File: config.mk
export PLATFORM = sky130hd
export DESIGN_NAME = nibble_load_ctrl
export DESIGN_NICKNAME = d
export VERILOG_FILES = /design/src/rtl/nibble_load_pkg.sv /design/src/rtl/nibble_load_fifo.sv /design/src/rtl/nibble_load_ctrl.sv
export SDC_FILE = /design/constraint.sdc
export NUM_CORES = 1
export LEC_CHECK = 0
export ABC_AREA = 1
export BUFFER_PORTS_ARGS = -buffer_cell sky130_fd_sc_hd__buf_4
export CAP_MARGIN = 20
export CORE_AREA = 10 10 62 64
export DETAILED_ROUTE_END_ITERATION = 7
export DIE_AREA = 0 0 72 74
export MAX_ROUTING_LAYER = met4
export PLACE_DENSITY_LB_ADDON = 0.1
export SKIP_CTS_REPAIR_TIMING = 1
export SYNTH_ARGS = -nofsm -noshare
export SYNTH_HDL_FRONTEND = slang
export SYNTH_SLANG_ARGS = --single-unit
File: constraint.sdc
create_clock -name clk -period 4.1 [get_ports clk]
set_clock_uncertainty 0.05 [all_clocks]
set_input_delay 0.205 -clock clk [delete_from_list [all_inputs] [get_ports clk]]
set_output_delay 0.205 -clock clk [all_outputs]
set_load 0.01 [all_outputs]
File: src/rtl/nibble_load_pkg.sv
// nibble_load_pkg: shared widths, FIFO depth, load-counter width and the occupancy enum for nibble_load_ctrl
package nibble_load_pkg;
  localparam int NL_WIDTH = 4;
  localparam int NL_DIV_W = 4;
  localparam int NL_FIFO_DEPTH = 2;
  localparam int NL_CNT_W = 8;
  typedef enum logic [1:0] {NL_EMPTY, NL_ONE, NL_FULL} nl_occ_t;
endpackage

File: src/rtl/nibble_load_fifo.sv
// nibble_load_fifo: 2-entry FIFO; in clk/rst/push/pop/din, out head (oldest word) and occ (EMPTY/ONE/FULL); push must not be asserted when FULL, pop must not be asserted when EMPTY
module nibble_load_fifo import nibble_load_pkg::*; #(
  parameter int WIDTH = NL_WIDTH
) (
  input  logic             clk,
  input  logic             rst,
  input  logic             push,
  input  logic             pop,
  input  logic [WIDTH-1:0] din,
  output logic [WIDTH-1:0] head,
  output nl_occ_t          occ
);
  nl_occ_t occ_q, occ_d;
  logic [WIDTH-1:0] mem_q [NL_FIFO_DEPTH];
  logic [WIDTH-1:0] mem_d [NL_FIFO_DEPTH];
  always_comb begin
    occ_d = (push && !pop) ? (occ_q == NL_EMPTY ? NL_ONE : NL_FULL) :
            (pop && !push) ? (occ_q == NL_FULL ? NL_ONE : NL_EMPTY) : occ_q;
    mem_d[0] = (push && (occ_q == NL_EMPTY || (occ_q == NL_ONE && pop))) ? din :
               pop ? mem_q[1] : mem_q[0];
    mem_d[1] = (push && !pop && occ_q == NL_ONE) ? din : mem_q[1];
  end
  always_ff @(posedge clk) begin
    if (rst) begin
      occ_q <= NL_EMPTY;
      mem_q <= '{default: '0};
    end else begin
      occ_q <= occ_d;
      mem_q <= mem_d;
    end
  end
  assign head = mem_q[0];
  assign occ = occ_q;
endmodule

File: src/rtl/nibble_load_ctrl.sv
// nibble_load_ctrl: valid/ready nibble feeder pacing one-cycle load strobes every div+1 cycles; in clk/rst/in_valid/in_data/div, out in_ready/load_en/load_data/busy, plus 8-bit saturating load_cnt when NIBBLE_LOAD_CNT_EN is defined
module nibble_load_ctrl import nibble_load_pkg::*; #(
  parameter int WIDTH = NL_WIDTH,
  parameter int DIV_W = NL_DIV_W
) (
  input  logic                clk,
  input  logic                rst,
  input  logic                in_valid,
  output logic                in_ready,
  input  logic [WIDTH-1:0]    in_data,
  input  logic [DIV_W-1:0]    div,
  output logic                load_en,
  output logic [WIDTH-1:0]    load_data,
  output logic                busy
`ifdef NIBBLE_LOAD_CNT_EN
  ,
  output logic [NL_CNT_W-1:0] load_cnt
`endif
);
  nl_occ_t occ;
  logic [WIDTH-1:0] head, load_data_q, load_data_d;
  logic [DIV_W-1:0] cnt_q, cnt_d;
  logic load_en_q, load_en_d, push, pop, tick;
  assign in_ready = !rst && occ != NL_FULL;
  assign push = in_valid && in_ready;
  assign tick = cnt_q == '0;
  assign pop = tick && occ != NL_EMPTY;
  always_comb begin
    cnt_d = tick ? div : cnt_q - DIV_W'(1);
    load_en_d = pop;
    load_data_d = pop ? head : load_data_q;
  end
  always_ff @(posedge clk) begin
    if (rst) begin
      cnt_q <= '0;
      load_en_q <= 1'b0;
      load_data_q <= '0;
    end else begin
      cnt_q <= cnt_d;
      load_en_q <= load_en_d;
      load_data_q <= load_data_d;
    end
  end
  nibble_load_fifo #(.WIDTH(WIDTH)) u_fifo (
    .clk (clk),
    .rst (rst),
    .push(push),
    .pop (pop),
    .din (in_data),
    .head(head),
    .occ (occ)
  );
  assign load_en = load_en_q;
  assign load_data = load_data_q;
  assign busy = occ != NL_EMPTY || load_en_q;
`ifdef NIBBLE_LOAD_CNT_EN
  logic [NL_CNT_W-1:0] load_cnt_q, load_cnt_d;
  always_comb load_cnt_d = (load_en_q && load_cnt_q != '1) ? load_cnt_q + NL_CNT_W'(1) : load_cnt_q;
  always_ff @(posedge clk) load_cnt_q <= rst ? '0 : load_cnt_d;
  assign load_cnt = load_cnt_q;
`endif
endmodule

Yosys cells after proc, flatten, opt, wreduce, memory -nomap -nowiden
Index checks and enable logic that the tools add are counted.
- muxes and demuxes: 7
- $add $sub $neg: 1
- equal/unequal tests: 3
- reduce and logical (&&, ||, !) cells: 18
- operators with widths (kind ; number):
    2-to-1 mux 4 bit ; 3
    logical AND 1 bit ; 8
    2-to-1 mux 2 bit ; 3
    nonzero test 2 bit ; 3
    zero test 4 bit ; 1
    subtractor 4 x 1 -> 4 bit (second input constant) ; 1
    zero test 1 bit ; 3
    equality test 2 x 1 -> 1 bit (second input constant) ; 1
    equality test 2 bit (second input constant) ; 1
    zero test 2 bit ; 1
    logical OR 1 bit ; 2
    inequality test 2 bit (second input constant) ; 1
    2-to-1 mux 1 bit ; 1
- logic and storage cells: 35
- input port bits: 11
- flip-flop bits (word level): 19

Depth between registers and ports, before layout
Gate-level depths: netlist of the first run.
- depth in word-level cells: 7
- depth in mapped cells: 11
- mapped depth without buffers: 11

Cells and area by module
A second synthesis of the first run with hierarchy kept.
- cell total of the unflattened synthesis: 143
- area total of the unflattened synthesis: 974.7 µm²
- by module, submodules not included (module ; sequential area each (µm²) ; area an instance (µm²) ; instances ; cells each):
    nibble_load_fifo ; 200.2 ; 488.0 ; 1 ; 68
    nibble_load_ctrl ; 180.2 ; 486.7 ; 1 ; 75

Worst setup path before layout of the first run
Ideal clock, no wire load.
- path type: flip-flop to flip-flop
- start point: register cnt_q[0]
- end point: register u_fifo.occ_q[0] (netlist: u_fifo.occ[0])
- stages on the path, launching flop included: 10
- setup slack: 2.443 ns
- library setup time: 0.070 ns
- path buffers: 0
- period minus slack after synthesis: 1.657 ns
- data arrival time: 1.537 ns
- path through: dfxtp_1 -> inv_1 -> ha_1 -> nand2_4 -> nor2_4 -> inv_2 -> ha_1 -> nor2_1 -> nand2_1 -> a21oi_1
- word-level cells in the longest chain between the ends: 5
- elaborated cells between the ends (all ways): 7
- RTL lines (item ; RTL line ; RTL):
    from (decl) ; nibble_load_ctrl.sv:22 ; logic [DIV_W-1:0] cnt_q, cnt_d;
    from (signal assigned) ; nibble_load_ctrl.sv:39 ; cnt_q <= cnt_d;
    zero test 4 bit * ; nibble_load_ctrl.sv:26 ; assign tick = cnt_q == '0;
    logical AND 1 bit * ; nibble_load_ctrl.sv:27 ; assign pop = tick && occ != NL_EMPTY;
    zero test 1 bit ; nibble_load_fifo.sv:17 ; occ_d = (push && !pop) ? (occ_q == NL_EMPTY ? NL_ONE : NL_FULL) :
    logical AND 1 bit ; nibble_load_fifo.sv:17 ;
    2-to-1 mux 2 bit or nonzero test 2 bit (tied branches) ; -- ;
    to (signal assigned) ; nibble_load_fifo.sv:25 ; occ_q <= NL_EMPTY;
    to (signal assigned) ; nibble_load_fifo.sv:28 ; occ_q <= occ_d;
    to (decl) ; nibble_load_fifo.sv:13 ; nl_occ_t occ_q, occ_d;
Every way passes the cells marked *; elsewhere a longest branch is shown, timed or not.
A chain may end at the register's enable or synchronous reset.

Worst setup path in the final report of the first run
- start point: register cnt_q[0]
- end point: register u_fifo.mem_q[2] (netlist bit)
- word-level cells in the longest chain between the ends: 5
- RTL lines (item ; RTL line ; RTL):
    zero test 4 bit ; nibble_load_ctrl.sv:26 ;
    logical AND 1 bit ; nibble_load_ctrl.sv:27 ;
    zero test 1 bit ; nibble_load_fifo.sv:21 ; mem_d[1] = (push && !pop && occ_q == NL_ONE) ? din : mem_q[1];
    logical AND 1 bit (2 in series) ; nibble_load_fifo.sv:21 ;
    to (signal assigned) ; nibble_load_fifo.sv:29 ; mem_q <= mem_d;
    to (decl) ; nibble_load_fifo.sv:14 ; logic [WIDTH-1:0] mem_q [NL_FIFO_DEPTH];
No other way between the ends.

==> results of run 1 <==
-- metrics by stage --
stage | setup WS [ps] | cells | hold WS (ps)
after floorplan | 2443 | 120 | 345.2
after global placement | 2293 | 166 | 363.0
after detailed placement | 2222 | 166 | 376.6
after CTS | 2198 | 170 | 91.04
after global routing | 2014 | 170 | 89.41
final | 2172 | 170 | 96.59
-- power breakdown --
group	internal [mW]	switching (mW)
Combinational	0.103	0.146
Sequential	0.228	0.0344
Clock	0.0362	0.0596
-- worst max-delay path: stages, from the launching register on --
cell	delay (ps)
dfxtp_1	330
inv_1	70
ha_1	270
nand2_4	100
nor2_4	210
inv_2	140
ha_1	240
nand3_1	210
o21ai_0	120
a21oi_1	120
-- cells in the final DEF (no fill, tap or decap), drive strengths merged --
master	n
nand3	12
buf	17
nor3	1
inv	20
o211ai	1
a211oi	1
ha	2
nand2	23
or2	1
clkbuf	3
o21ai	11
nor2	15
clkinv	1
a21oi	12
dfxtp	19
-- cells by family (layout without fill, tap and decap cells) --
family | count (synthesis) | in the layout | synth area share (%)
compound gates | 25 | 25 | 15.98
flops | 19 | 19 | 41.87
simple gates | 52 | 52 | 30.16
fa+ha+maj | 2 | 2 | 2.754
buf+inv | 22 | 41 | 9.228
-- sequential cells by signal, indices dropped and copies added, names as in the netlist --
name and flops:
cnt_q 4, load_data 4, load_en 1, u_fifo.head 4, u_fifo.occ 2, u_fifo.mem_q 4
-- how the worst min path moves through the flow --
stage | slack [ps] | depth (start not counted) | start | to
floorplan | 350 | 2 | div[1] | cnt_q[1]
global placement | 360 | 1 | cnt_q[0] | cnt_q[0]
detailed placement | 380 | 1 | cnt_q[0] | cnt_q[0]
CTS | 90 | 2 | rst | u_fifo.head[0]
global route | 90 | 2 | rst | u_fifo.head[2]
finish | 100 | 2 | rst | u_fifo.head[1]
-- layout make-up --
cell class / instances / area, sq um
Multi-Input combinational cell: 79 / 444.2
Sequential cell: 19 / 380.4
Tap cell: 31 / 38.79
Timing Repair Buffer: 17 / 127.6
Fill cell: 289 / 1569
Clock inverter: 1 / 5.005
Inverter: 20 / 75.07
Clock buffer: 3 / 22.52
-- layer usage --
layer	wire length [um]	up-vias	GRT usage, %
li1	-	421	-
met1	937	339	8.580
met2	903	9	13.53
met3	74	2	2.394
met4	18	0	3.226
met5	0	-	-
==> results.py, run 1 <==
metrics = {
    "status": {
        "status": "completed",
    },
    "detailed_routing": {
        "ant_nets": 0,
        "wl_per_cell_um": 11.37,
        "initialDrtViolationCount": 17,
        "routed_wl_um": 1933,
        "vias": 771,
        "drc": 0,
        "vias_per_cell": 4.535,
        "dr.pass1.iters": 4,
    },
    "sta": {
        "hold_viol_final": 0,
        "finalMaxSlewViolations": 0,
        "setup_tns_ps": 0,
        "tightestPinTransition_ps": 277.8,
        "period_share_pct": 47.03,
        "max_freq_mhz": 518.7,
        "finalSetupViolations": 0,
        "max_slew_margin_pct": 81.45,
        "fin_crit_ps": 1928,
        "rsz0062_at_grt": "no",
    },
    "clock_network": {
        "clock_sinks": 19,
        "clk_path_buf_depth": 2,
        "clock-root-buffer": "clkbuf_4",
        "clkLatencyLatePin_ps": 290,
        "h-tree-depth": 1,
        "cts_tree": "done",
        "numCtsBuffers": 3,
        "clkTransAtPathRegs_ps": 110,
    },
    "global_routing": {
        "grt_pass1_wl_um": 3374,
        "antenna_found_initial": 0,
        "track_usage_pct": 7.991,
        "grt_overflow": 0,
        "grt_pass1_vias": 808,
        "grt_max_degree": 14,
    },
    "place": {
        "port-buffer-count": 17,
        "place_area_sq_um": 1066,
        "place_hpwl_um": 1527,
        "gp_congestion": 0.8021,
    },
    "power_and_ir_drop": {
        "totalPowerFinal_mw": 0.6070,
        "peakVddDrop_mv": 0.2622,
        "power_density_nw_per_um2": 555.1,
        "p_leak_nw": 0.5005,
    },
    "critical_path": {
        "required_ps": 4280,
        "start_kind": "flip-flop",
        "crit_start": "cnt_q[0]",
        "critPathKind": "flip-flop to flip-flop",
        "rrSetupSlack_ps": 2170,
        "worst-r2r-cell-count": 9,
        "crit_path_end": "u_fifo.mem_q[2]",
        "reg2reg_from": "cnt_q[0]",
        "worstSetupEndpointType": "flip-flop",
        "cp_max_fo": 10,
        "r2r-end": "u_fifo.mem_q[2]",
        "cp_data_arrival_time_ps": 2110,
    },
    "synthesis": {
        "synth_area_per_cell_sq_um": 7.570,
        "syn_area_sq_um": 908.4,
        "synthCells": 120,
        "ys_async_sr_fraction_pct": 0,
        "synth_cell_types": 20,
        "synth_most_common_cell": "nand2_1",
        "yosys-top-cells-count": "nand2_1, dfxtp_1, inv_1",
        "synth-edff-count": 0,
        "synth_seq_cells": 19,
        "synth_top_area_share_pct": 41.87,
        "synth_nets": 133,
        "synthFlopType": "dfxtp_1",
        "synth_area_leaders": "dfxtp_1, nand2_1, inv_1",
        "synth_largest_area_cell": "dfxtp_1",
        "yosysWarnings": 0,
        "yosysSeqAreaShare_pct": 41.87,
    },
    "floorplanning": {
        "placementRows": 19,
        "die_h_um": 74,
        "initial_utilization_pct": 34.12,
        "core_area_sq_um": 2663,
        "dieWidth_um": 72,
        "die_area_sq_um": 5328,
        "ios": 18,
    },
    "cells_and_area": {
        "fin_area_sq_um": 1094,
        "layout.nets": 153,
        "area_growth_pct": 20.39,
        "drive_above_1_share_pct": 26.62,
        "antennaDiodeCount": 0,
        "final_core_util_pct": 41.07,
    },
    "worst_hold_path": {
        "hold_path.class": "input port to flip-flop",
    },
    "job": {
        "drv_cap": 0,
    },
}
(Power assumes the default switching activity.)
==> run 2, diff against run 1 <==
==> constraint.sdc (replaced) <==
create_clock -name clk -period 1.8 [get_ports clk]
set_clock_uncertainty 0.05 [all_clocks]
set_input_delay 0.09 -clock clk [delete_from_list [all_inputs] [get_ports clk]]
set_output_delay 0.09 -clock clk [all_outputs]
set_load 0.01 [all_outputs]
==> run 2 against run 1 <==
Against the previous run: power rose by 130%; core utilization grew 1.5 points; combinational power rose by 140%.
==> results.py, run 2 (same netlist as run 1, synthesis figures left out) <==
metrics = {
    "status": {
        "status": "completed",
    },
    "sta": {
        "period_share_pct": 88.58,
        "max_freq_mhz": 627.2,
        "finalSetupViolations": 0,
        "finalMaxSlewViolations": 0,
        "hold_viol_final": 0,
        "max_slew_margin_pct": 82.08,
        "tightestPinTransition_ps": 268.4,
        "fin_crit_ps": 1595,
        "rsz0062_at_grt": "no",
        "setup_tns_ps": 0,
    },
    "detailed_routing": {
        "dr.pass1.iters": 6,
        "routed_wl_um": 1941,
        "initialDrtViolationCount": 26,
        "drc": 0,
        "ant_nets": 0,
        "vias": 789,
        "vias_per_cell": 4.534,
        "wl_per_cell_um": 11.16,
    },
    "floorplanning": {
        "ios": 18,
        "die_h_um": 74,
        "core_area_sq_um": 2663,
        "dieWidth_um": 72,
        "placementRows": 19,
        "initial_utilization_pct": 34.12,
        "die_area_sq_um": 5328,
    },
    "global_routing": {
        "track_usage_pct": 8.033,
        "grt_overflow": 0,
        "use_met2_pct": 13.14,
        "grt_pass1_wl_um": 3360,
        "antenna_found_initial": 0,
        "grt_use_met1_pct": 8.772,
        "grt_busiest_layer": "met2",
        "grt_pass1_vias": 796,
        "use_met3_pct": 2.394,
        "grt_max_degree": 13,
    },
    "place": {
        "port-buffer-count": 17,
        "place_area_sq_um": 1089,
        "place_hpwl_um": 1511,
        "gp_congestion": 0.7710,
    },
    "critical_path": {
        "worst-r2r-cell-count": 9,
        "cp_max_fo": 6,
        "required_ps": 1990,
        "crit_path_top_delay_cell": "dfxtp_1",
        "reg2reg_from": "cnt_q[0]",
        "crit_start": "cnt_q[0]",
        "crit_chain": "inv_1, ha_2, nand2_4, nor2_4, inv_2, ha_1, nor2_1, nand2_1, a21oi_1",
        "worstPathBufferInverterCount": 2,
        "start_kind": "flip-flop",
        "crit_path_end": "u_fifo.occ[0]",
        "worstSetupEndpointType": "flip-flop",
        "r2r-end": "u_fifo.occ[0]",
        "rrSetupSlack_ps": 210,
        "critPathKind": "flip-flop to flip-flop",
        "crit_family": "adder cells",
        "slowest_delay_ps": 330,
        "cp.depth": 9,
        "cp_data_arrival_time_ps": 1790,
    },
    "worst_hold_path": {
        "hold_path.class": "input port to flip-flop",
        "whs_path_depth": 3,
    },
    "clock_network": {
        "cts_tree": "done",
        "clkLatencyLatePin_ps": 300,
        "clkTransAtPathRegs_ps": 110,
        "clock-root-buffer": "clkbuf_4",
        "h-tree-depth": 1,
        "numCtsBuffers": 3,
        "clock_sinks": 19,
        "clk_path_buf_depth": 2,
    },
    "cells_and_area": {
        "antennaDiodeCount": 0,
        "area_growth_pct": 24.66,
        "layout.nets": 157,
        "fin_area_sq_um": 1132,
        "final_cell_mix": "nand2_1, buf_4, dfxtp_1, inv_1, nor2_1",
        "drive_above_1_share_pct": 28.67,
        "num-fill-cells": 294,
    },
    "power_and_ir_drop": {
        "power_density_nw_per_um2": 1244,
        "peakVddDrop_mv": 0.6848,
        "p_leak_nw": 0.5152,
    },
    "job": {
        "drv_cap": 0,
    },
}
## run 2: worst min-delay path by stage
stage / start / to
5_1_grt: div[1] / cnt_q[1]
6_report: in_data[3] / u_fifo.mem_q[3]
2_1_floorplan: div[1] / cnt_q[1]
3_3_place_gp: rst / u_fifo.head[1]
3_5_place_dp: rst / u_fifo.head[3]
4_1_cts: rst / u_fifo.head[3]
## run 2: power by group
part / switching (mW) / total [mW] / internal (mW) / leakage, nW
clock network: 0.133 / 0.219 / 0.0862 / 0.0150
logic: 0.335 / 0.593 / 0.258 / 0.345
registers: 0.0779 / 0.597 / 0.519 / 0.155
## run 2: worst register-to-register path, delay by kind of cell (launching register included)
kind            cells  cell delay, ps
compound gates      1             110
fa+ha+maj           2             560
buf+inv             2             110
flops               1             330
simple gates        4             400
## run 2: final cells by class
type | instances | area, sq um | area share, %
inverter | 20 | 75.07 | 6.630
timing repair buffer | 21 | 160.2 | 14.14
sequential | 19 | 380.4 | 33.59
tap | 31 | 38.79 | 3.425
clock buffer | 4 | 26.28 | 2.320
multi-input combinational | 79 | 451.7 | 39.89
## run 2: metal layers
metal | wire [um] | share of wire [%]
met1 | 894 | 46
met2 | 938 | 48
met3 | 80 | 4.1
met4 | 27 | 1.4
met5 | 0 | 0
## run 2: stage by stage
stage / utilization [%] / cells / hold slack [ps] / setup WS [ps] / power (mW)
finish: 42.53 / 174 / 17.61 / 205.5 / 1.409
global route: 42.53 / 174 / 41.02 / 34.31 / 1.543
CTS: 41.87 / 173 / -28.86 / 98.12 / 1.420
detailed placement: 40.88 / 169 / 303.0 / 124.1 / 1.198
global placement: 40.88 / 169 / 301.6 / 172.9 / 1.193
floorplan: - / 120 / 230.2 / 143.2 / 1.013
==> run 3, diff against run 2 <==
==> constraint.sdc (replaced) <==
create_clock -name clk -period 1.4 [get_ports clk]
set_clock_uncertainty 0.05 [all_clocks]
set_input_delay 0.07 -clock clk [delete_from_list [all_inputs] [get_ports clk]]
set_output_delay 0.07 -clock clk [all_outputs]
set_load 0.01 [all_outputs]
==> run 3 against run 2 <==
Against the previous run: the run now ends with negative hold slack, negative setup slack left; cell count is 6.3% higher; worst hold slack got worse by 19 ps; worst setup slack got worse by 250 ps.
==> results.py, run 3 (same netlist as run 1, synthesis figures left out) <==
metrics = {
    "place": {
        "port-buffer-count": 17,
        "gp_congestion": 0.8659,
        "place_inst": 177,
        "place_hpwl_um": 1606,
    },
    "detailed_routing": {
        "vias_per_cell": 4.389,
        "drc": 0,
        "ant_nets": 0,
        "vias": 812,
        "initialDrtViolationCount": 11,
        "routed_wl_um": 2048,
        "wl_per_cell_um": 11.07,
        "dr.pass1.iters": 3,
    },
    "clock_network": {
        "clk_path_buf_depth": 2,
        "clock_sinks": 19,
        "h-tree-depth": 1,
        "clkTransAtPathRegs_ps": 110,
        "cts_tree": "done",
        "clock-root-buffer": "clkbuf_4",
        "clkLatencyLatePin_ps": 290,
        "numCtsBuffers": 3,
    },
    "global_routing": {
        "track_usage_pct": 8.406,
        "grt_pass1_wl_um": 3525,
        "grt_pass1_vias": 817,
        "grt_overflow": 0,
        "grt_max_degree": 13,
        "antenna_found_initial": 0,
    },
    "floorplanning": {
        "placementRows": 19,
        "dieWidth_um": 72,
        "initial_utilization_pct": 34.12,
        "ios": 18,
        "core_area_sq_um": 2663,
        "die_h_um": 74,
        "die_area_sq_um": 5328,
    },
    "critical_path": {
        "rrSetupSlack_ps": -40,
        "start_kind": "flip-flop",
        "worstSetupEndpointType": "flip-flop",
        "critPathKind": "flip-flop to flip-flop",
        "cp_max_fo": 3,
        "cp_data_arrival_time_ps": 1630,
        "required_ps": 1590,
    },
    "sta": {
        "setup_tns_ps": -52.36,
        "max_freq_mhz": 694.2,
        "tightestPinTransition_ps": 231.6,
        "period_share_pct": 102.9,
        "hold_viol_final": 1,
        "finalMaxSlewViolations": 0,
        "finalSetupViolations": 2,
        "rsz0062_at_grt": "yes",
        "fin_ws_ps": -40.48,
        "max_slew_margin_pct": 84.52,
        "whs_ps": -1.229,
        "fin_crit_ps": 1440,
    },
    "status": {
        "status": "complete, but fails checks",
        "violations": "negative hold slack, negative setup slack",
    },
    "cells_and_area": {
        "drive_above_1_share_pct": 43.51,
        "layoutNonFillerInstCount": 185,
        "final_cell_mix": "buf_4, nand2_1, dfxtp_1, inv_1, nand3_1",
        "layout.nets": 168,
        "layout_commonest_cell": "buf_4",
        "antennaDiodeCount": 0,
        "area_growth_pct": 42.01,
        "num-fill-cells": 274,
    },
    "power_and_ir_drop": {
        "totalPowerFinal_mw": 2.081,
        "power_density_nw_per_um2": 1613,
        "p_leak_nw": 0.5776,
        "peakVddDrop_mv": 0.8786,
    },
    "job": {
        "drv_cap": 0,
    },
    "worst_hold_path": {
        "hold_path.class": "input port to flip-flop",
    },
}
==> run 3: final timing paths <==
check	from	end	cells past startpoint
max	cnt_q[0]	u_fifo.occ[0]	9
min	in_data[1]	u_fifo.mem_q[1]	3
max reg2reg	cnt_q[0]	u_fifo.occ[0]	9
min reg2reg	cnt_q[0]	cnt_q[0]	1
==> run 3: cell type report <==
type	count	area (sq um)	area share [%]
timing repair buffer	32	245.2	19.01
multi-input combinational	79	519.2	40.25
inverter	20	77.57	6.014
clock inverter	1	5.005	0.3880
clock buffer	3	22.52	1.746
tap	31	38.79	3.007
sequential	19	381.6	29.58
==> run 3: routing by layer <==
metal,track usage (%),part of all wire [%],up-vias
li1,-,-,451
met1,10.02,51,348
met2,12.84,44,11
met3,2.394,3.5,2
met4,3.871,0.88,0
met5,-,0,-
==> run 3: per-stage QoR <==
| step | utilization, % | setup WS (ps) | area [sq um] |
|---|---|---|---|
| after floorplan | - | -68.99 | 943.4 |
| after global placement | 44.45 | -1.886 | 1184 |
| after detailed placement | 44.45 | -39.93 | 1184 |
| after CTS | 45.49 | -70.65 | 1211 |
| after global routing | 48.45 | -133.3 | 1290 |
| final | 48.45 | -40.48 | 1290 |
==> run 3: power breakdown <==
part	internal, mW	leakage [nW]	switching, mW
clock	0.106	0.0177	0.174
combinational	0.506	0.404	0.540
sequential	0.670	0.156	0.0854
total	1.28	0.578	0.799
==> run 3: critical path, cell delays in order (launching register included) <==
cell     delay (ps)
dfxtp_2         340
inv_2            70
ha_4            150
nand2_4          60
nor2_4          110
inv_4            50
ha_4            250
nor2_4          130
nand2_2          60
a21oi_2         120
